File: src/rtl/inductivo_emu_if.sv
// Control/status bundle for the inductive-sensor emulator.
// Widths must match the CNT_W/PULSE_W of the attached inductivo_emu.
interface inductivo_emu_if #(
  parameter int CNT_W   = 16,
  parameter int PULSE_W = 8
);
  logic               start;
  logic               abort;
  logic [CNT_W-1:0]   on_time;
  logic [CNT_W-1:0]   off_time;
  logic [PULSE_W-1:0] pulses;
  logic               ind;
  logic               busy;
  logic               done;
  logic [PULSE_W-1:0] pulse_cnt;

  modport master (
    output start, abort, on_time, off_time, pulses,
    input  ind, busy, done, pulse_cnt
  );

  modport slave (
    input  start, abort, on_time, off_time, pulses,
    output ind, busy, done, pulse_cnt
  );
endinterface

File: src/rtl/inductivo_emu.sv
// Inductive proximity sensor emulator: generates a train of detect/clear phases on ind.
// Optional macro INDUCTIVO_EMU_LOOP_EN: pulses = 0 repeats ON/OFF until abort or rst.
module inductivo_emu #(
  parameter int CNT_W       = 16,
  parameter int PULSE_W     = 8,
  parameter int ACTIVE_HIGH = 1
) (
  input logic           clk,
  input logic           rst,
  inductivo_emu_if.slave bus
);
  localparam logic               DET_LVL   = (ACTIVE_HIGH != 0) ? 1'b1 : 1'b0;
  localparam logic               CLR_LVL   = (ACTIVE_HIGH != 0) ? 1'b0 : 1'b1;
  localparam logic [CNT_W-1:0]   CNT_ONE   = {{(CNT_W-1){1'b0}}, 1'b1};
  localparam logic [PULSE_W-1:0] PULSE_ONE = {{(PULSE_W-1){1'b0}}, 1'b1};
  localparam logic [PULSE_W-1:0] PULSE_MAX = {PULSE_W{1'b1}};

  typedef enum logic [1:0] {
    IDLE = 2'd0,
    ON   = 2'd1,
    OFF  = 2'd2
  } state_t;

  state_t             state_r, state_nxt_s;
  logic [CNT_W-1:0]   on_m1_r, on_m1_nxt_s;
  logic [CNT_W-1:0]   off_m1_r, off_m1_nxt_s;
  logic [CNT_W-1:0]   phase_r, phase_nxt_s;
  logic [PULSE_W-1:0] rem_r, rem_nxt_s;
  logic [PULSE_W-1:0] pulse_cnt_r, pulse_cnt_nxt_s;
  logic               done_r, done_nxt_s;
  logic               ind_r, busy_r, more_s;
`ifdef INDUCTIVO_EMU_LOOP_EN
  logic               loop_r, loop_nxt_s;
`endif

  // Phase counters hold length-1; a zero length still yields one cycle.
  function automatic logic [CNT_W-1:0] len_m1(input logic [CNT_W-1:0] len);
    len_m1 = (len == '0) ? '0 : (len - CNT_ONE);
  endfunction

  // Next-state and datapath decode for the IDLE/ON/OFF sequencer.
  always_comb begin
    state_nxt_s     = state_r;
    on_m1_nxt_s     = on_m1_r;
    off_m1_nxt_s    = off_m1_r;
    phase_nxt_s     = phase_r;
    rem_nxt_s       = rem_r;
    pulse_cnt_nxt_s = pulse_cnt_r;
    done_nxt_s      = 1'b0;
`ifdef INDUCTIVO_EMU_LOOP_EN
    loop_nxt_s      = loop_r;
    more_s          = (rem_r != '0) || loop_r;
`else
    more_s          = (rem_r != '0);
`endif
    case (state_r)
      IDLE: begin
        if (bus.start && !bus.abort) begin
          on_m1_nxt_s     = len_m1(bus.on_time);
          off_m1_nxt_s    = len_m1(bus.off_time);
          phase_nxt_s     = len_m1(bus.on_time);
          rem_nxt_s       = bus.pulses;
          pulse_cnt_nxt_s = '0;
          if (bus.pulses != '0) begin
            state_nxt_s = ON;
`ifdef INDUCTIVO_EMU_LOOP_EN
            loop_nxt_s  = 1'b0;
`endif
          end else begin
`ifdef INDUCTIVO_EMU_LOOP_EN
            loop_nxt_s  = 1'b1;
            state_nxt_s = ON;
`else
            done_nxt_s  = 1'b1;
`endif
          end
        end else begin
          state_nxt_s = IDLE;
        end
      end
      ON: begin
        if (bus.abort) begin
          state_nxt_s = IDLE;
        end else if (phase_r == '0) begin
          state_nxt_s     = OFF;
          phase_nxt_s     = off_m1_r;
          pulse_cnt_nxt_s = (pulse_cnt_r == PULSE_MAX) ? pulse_cnt_r : (pulse_cnt_r + PULSE_ONE);
          if (rem_r != '0) begin
            rem_nxt_s = rem_r - PULSE_ONE;
          end else begin
            rem_nxt_s = rem_r;
          end
        end else begin
          phase_nxt_s = phase_r - CNT_ONE;
        end
      end
      OFF: begin
        if (bus.abort) begin
          state_nxt_s = IDLE;
        end else if (phase_r == '0) begin
          if (more_s) begin
            state_nxt_s = ON;
            phase_nxt_s = on_m1_r;
          end else begin
            state_nxt_s = IDLE;
            done_nxt_s  = 1'b1;
          end
        end else begin
          phase_nxt_s = phase_r - CNT_ONE;
        end
      end
      default: begin
        state_nxt_s = IDLE;
      end
    endcase
  end

  // State and output registers; ind/busy follow the next state so they change with it.
  always_ff @(posedge clk or posedge rst) begin
    if (rst) begin
      state_r     <= IDLE;
      on_m1_r     <= '0;
      off_m1_r    <= '0;
      phase_r     <= '0;
      rem_r       <= '0;
      pulse_cnt_r <= '0;
      done_r      <= 1'b0;
      ind_r       <= CLR_LVL;
      busy_r      <= 1'b0;
`ifdef INDUCTIVO_EMU_LOOP_EN
      loop_r      <= 1'b0;
`endif
    end else begin
      state_r     <= state_nxt_s;
      on_m1_r     <= on_m1_nxt_s;
      off_m1_r    <= off_m1_nxt_s;
      phase_r     <= phase_nxt_s;
      rem_r       <= rem_nxt_s;
      pulse_cnt_r <= pulse_cnt_nxt_s;
      done_r      <= done_nxt_s;
      ind_r       <= (state_nxt_s == ON) ? DET_LVL : CLR_LVL;
      busy_r      <= (state_nxt_s != IDLE);
`ifdef INDUCTIVO_EMU_LOOP_EN
      loop_r      <= loop_nxt_s;
`endif
    end
  end

  assign bus.ind       = ind_r;
  assign bus.busy      = busy_r;
  assign bus.done      = done_r;
  assign bus.pulse_cnt = pulse_cnt_r;
endmodule
File: src/flat_wrapper.sv
// flat-port wrapper written by rule: the top's interface ports become plain ports
module inductivo_emu_flat 
#(
  parameter int CNT_W       = 16,
  parameter int PULSE_W     = 8,
  parameter int ACTIVE_HIGH = 1
)
  (clk, rst, bus_start, bus_abort, bus_on_time, bus_off_time, bus_pulses, bus_ind, bus_busy, bus_done, bus_pulse_cnt);
  inductivo_emu_if #(.CNT_W(CNT_W), .PULSE_W(PULSE_W)) bus_i ();
  input logic clk;
  input logic rst;
  input wire logic [$bits(bus_i.start)-1:0] bus_start;
  input wire logic [$bits(bus_i.abort)-1:0] bus_abort;
  input wire logic [$bits(bus_i.on_time)-1:0] bus_on_time;
  input wire logic [$bits(bus_i.off_time)-1:0] bus_off_time;
  input wire logic [$bits(bus_i.pulses)-1:0] bus_pulses;
  output wire logic [$bits(bus_i.ind)-1:0] bus_ind;
  output wire logic [$bits(bus_i.busy)-1:0] bus_busy;
  output wire logic [$bits(bus_i.done)-1:0] bus_done;
  output wire logic [$bits(bus_i.pulse_cnt)-1:0] bus_pulse_cnt;
  assign bus_i.start = bus_start;
  assign bus_i.abort = bus_abort;
  assign bus_i.on_time = bus_on_time;
  assign bus_i.off_time = bus_off_time;
  assign bus_i.pulses = bus_pulses;
  assign bus_ind = bus_i.ind;
  assign bus_busy = bus_i.busy;
  assign bus_done = bus_i.done;
  assign bus_pulse_cnt = bus_i.pulse_cnt;
  inductivo_emu #(.CNT_W(CNT_W), .PULSE_W(PULSE_W), .ACTIVE_HIGH(ACTIVE_HIGH)) u_core (.clk(clk), .rst(rst), .bus(bus_i));
endmodule
File: config.mk
export PLATFORM = sky130hd
export DESIGN_NAME = inductivo_emu_flat
export DESIGN_NICKNAME = d
export VERILOG_FILES = /design/src/rtl/inductivo_emu_if.sv /design/src/rtl/inductivo_emu.sv /design/src/flat_wrapper.sv
export SDC_FILE = /design/constraint.sdc
export NUM_CORES = 1
export LEC_CHECK = 0
export ABC_CLOCK_PERIOD_IN_PS = 2700
export CAP_MARGIN = 15
export CORE_MARGIN = 2
export CORE_UTILIZATION = 55
export CTS_BUF_LIST = sky130_fd_sc_hd__clkbuf_16
export DETAILED_ROUTE_END_ITERATION = 10
export DONT_BUFFER_PORTS = 1
export GPL_TIMING_DRIVEN = 0
export PLACE_DENSITY = 0.74
export SYNTH_ARGS = -nofsm -noshare
export SYNTH_HDL_FRONTEND = slang
export SYNTH_SLANG_ARGS = --single-unit
File: constraint.sdc
create_clock -name clk -period 2.7 [get_ports clk]
set_clock_uncertainty 0.15 [all_clocks]
set_input_delay 0.135 -clock clk [delete_from_list [all_inputs] [get_ports clk]]
set_output_delay 0.135 -clock clk [all_outputs]
set_load 0.01 [all_outputs]
==> results.toml <==
[outcome]
outcome = "completed"

[grt]
grt_use_met2_pct = 50.42
antenna_found_initial = 0
grt_pass1_wl_um = 21420
grt_overflow = 0
grt_max_degree = 70
grt_use_met1_pct = 40.53
gr-usage-all-layers_pct = 31.11
busiest_layer = "met2"
met3_usage_pct = 6.982
grt_pass1_vias = 4385

[cts]
cts_tree = "yes"
root_buffer = "clkbuf_16"
clk_pin_slew_worst_paths_ns = 0.06
cts_made_buffers = 9
clock-sinks = 69
cts.path.max_buffers = 2
clock_latency_ns = 0.34
cts_max_level = 3

[die]
core.rowCount = 32
die_x_um = 93.74
die_y_um = 93.74
num_io_pins = 55
core_area_um2 = 7767
start_util_pct = 57.02
dieArea_um2 = 8787

[route]
drtIter0Drc = 438
antenna_left = 0
wl_um = 12930
drc = 0
vias = 4395
drt-pass1-iter-count = 5
avgRoutedWirePerCell_um = 18.65
viasPerCell = 6.342

[hold_path]
hold-path-cell-count = 4
hold_class = "primary input to flip-flop"

[setup_path]
crit_cells = 8
path_cells = "inv_1 > ha_1 > clkbuf_2 > clkbuf_1 > o21ai_0 > a211oi_1 > nor3_1 > a21oi_1"
max_stage_delay_ns = 0.42
crit_type = "flip-flop to flip-flop"
cp_top_family = "buffers and inverters"
path_max_fanout = 10
crit_buf_inv = 3
required_ns = 2.80
cp.arrival_ns = 2.64
crit_path_end_kind = "flip-flop"
cp-start-kind = "flip-flop"
cpMaxStageDelayCell = "clkbuf_1"
rr_worst_depth = 8

[timing]
maxSlewViolCount = 0
worstMarginPinSlew_ns = 0.9415
setup_viol = 0
fin_ws_ns = 0.1535
fin_crit_sh_pct = 94.32
holdWs_ns = 0.001368
fmax_mhz = 392.7
slew_headroom_pct = 36.35
rsz0062_at_grt = "false"
finalCriticalPeriod_ns = 2.547
hold_viol_final = 0

[layout]
multiInputGateArea_um2 = 2557
nFillCells = 616
synthToLayoutAreaGrowth_pct = 21.58
finalNetCount = 642
drive_gt1_share_pct = 7.783
fin_area_um2 = 5385
final-seq-area_um2 = 1727
diodes = 0

[power_and_ir_drop]
vdd_drop_max_mv = 0.4488
p_sw_mw = 1.037
power_mw = 3.344
pwr-share-clk_pct = 37.5
power_switching_share_pct = 31.01
p_int_mw = 2.307
p_seq_share_pct = 42.9
combPwrFrac_pct = 19.6
power_leakage_nw = 2.162
power_density_nw_per_um2 = 621.0

[logic_synthesis]
synthesis.area_um2 = 4429
synth_nets = 583
yosysTopAreaCell = "dfrtp_1"
synth.top_cells.by_count = "dfrtp_1 (69), nand2_1 (68), o21ai_0 (65)"
ys.warnings.count = 0
netlist_instances = 527
ys_async_sr_fraction_pct = 100.0
ys_types = 62
syn_area_per_cell_um2 = 8.405
synth_seq_cells = 69
synthFlopType = "dfrtp_1"
synthTopCellsByArea = "dfrtp_1 (39%), o21ai_0 (7.3%), nand2_1 (5.8%)"
seq_area_frac_synth_pct = 38.98
yosysMostFrequentCell = "dfrtp_1"
synth_top_cell_area_share_pct = 38.98
synth-edff-count = 0

[job]
maxCapViolCount = 0

[placed_design]
place_area_um2 = 4559
io_buffers = 0
place_worst_setup_slack_ns = 0.09105
dpl.hpwl_um = 8541
gp_congestion = 0.8907
==> stage by stage <==
step / utilization, % / instances / setup TNS, ns
after floorplan: - / 527 / 0
after global placement: 58.67 / 629 / -2.305
after detailed placement: 58.70 / 629 / 0
after CTS: 68.75 / 691 / 0
after global routing: 69.33 / 693 / 0
final: 69.33 / 693 / 0
==> registers in the layout, indices dropped and copies added (netlist names), 2 cells and up <==
register              cells
u_core.phase_r           16
u_core.bus.pulse_cnt      8
u_core.state_r            2
u_core.off_m1_r          16
u_core.rem_r              8
u_core.on_m1_r           16
==> cell usage in the layout (no fill, tap or decap), drive strengths merged, types with 3 or more instances in the layout <==
master       instances
a211oi               5
a21o                 3
o31ai               14
nor3b                4
and2                 7
nand3               17
nor3                25
o22ai                5
dlygate4sd3         46
clkbuf              24
a21oi               23
nand2               69
o22a                 4
dfrtp               69
nor4                15
mux2i                6
o21ai               67
a22oi                7
xor2                20
nor2b                5
xnor2               20
ha                  12
nand4                9
clkinv               5
nor2                42
buf                 10
inv                 18
==> cells by family after synthesis <==
logic type | synth area share [%]
AND/OR/NAND/NOR | 23.81
AO/OA/AOI/OAI | 20.45
adder cells (fa/ha/maj) | 3.390
XOR/XNOR | 7.910
flip-flops | 38.98
multiplexers | 1.610
buffers and inverters | 3.842
==> worst register-to-register path: stages, from the launching register on <==
cell,delay (ns)
dfrtp_1,0.41
inv_1,0.10
ha_1,0.33
clkbuf_2,0.31
clkbuf_1,0.42
o21ai_0,0.22
a211oi_1,0.25
nor3_1,0.09
a21oi_1,0.17
==> power by group through the flow <==
stage	clock [mW]	combinational (mW)	sequential, mW
3_5_place_dp	0	0.561	1.43
2_1_floorplan	0	0.446	1.37
5_1_grt	1.31	0.736	1.46
4_1_cts	1.25	0.631	1.42
3_3_place_gp	0	0.547	1.42
6_report	1.25	0.655	1.44
==> final timing paths <==
kind / endpoint / start / slack [ns]
max in group asynchronous: u_core.phase_r[8] / rst / 1.55
hold / removal: u_core.on_m1_r[7] / bus_on_time[6] / 0.001
hold reg to reg: u_core.on_m1_r[1] / u_core.on_m1_r[1] / 0.33
setup reg to reg: u_core.phase_r[10] / u_core.state_r[1] / 0.15
setup / recovery: u_core.phase_r[10] / u_core.state_r[1] / 0.15
min in group asynchronous: u_core.bus.pulse_cnt[7] / rst / 0.30
==> area by class of cell <==
class / instances / share of cell area (%)
Multi-Input combinational cell: 417 / 47.49
Sequential cell: 69 / 32.06
Timing Repair Buffer: 50 / 9.108
Clock buffer: 9 / 4.182
Tap cell: 102 / 2.370
Buffer: 21 / 1.812
Clock inverter: 7 / 1.673
Inverter: 18 / 1.301
==> metal layers <==
layer | vias to the layer above | part of all wire (%)
met5 | - | 0
met4 | 0 | 2.7
met3 | 41 | 9.2
met2 | 253 | 48
met1 | 2083 | 40
li1 | 2018 | -
==> repair_timing <==
item	in CTS	in global routing
pin swaps	0	2
gates cloned	0	0
hold buffers	46	0
gates resized for setup	1	7
setup buffers	0	4
endpoints found under the hold margin	112	0
setup endpoints to repair	1	15
Note: power is estimated with default switching activity, not from simulation.
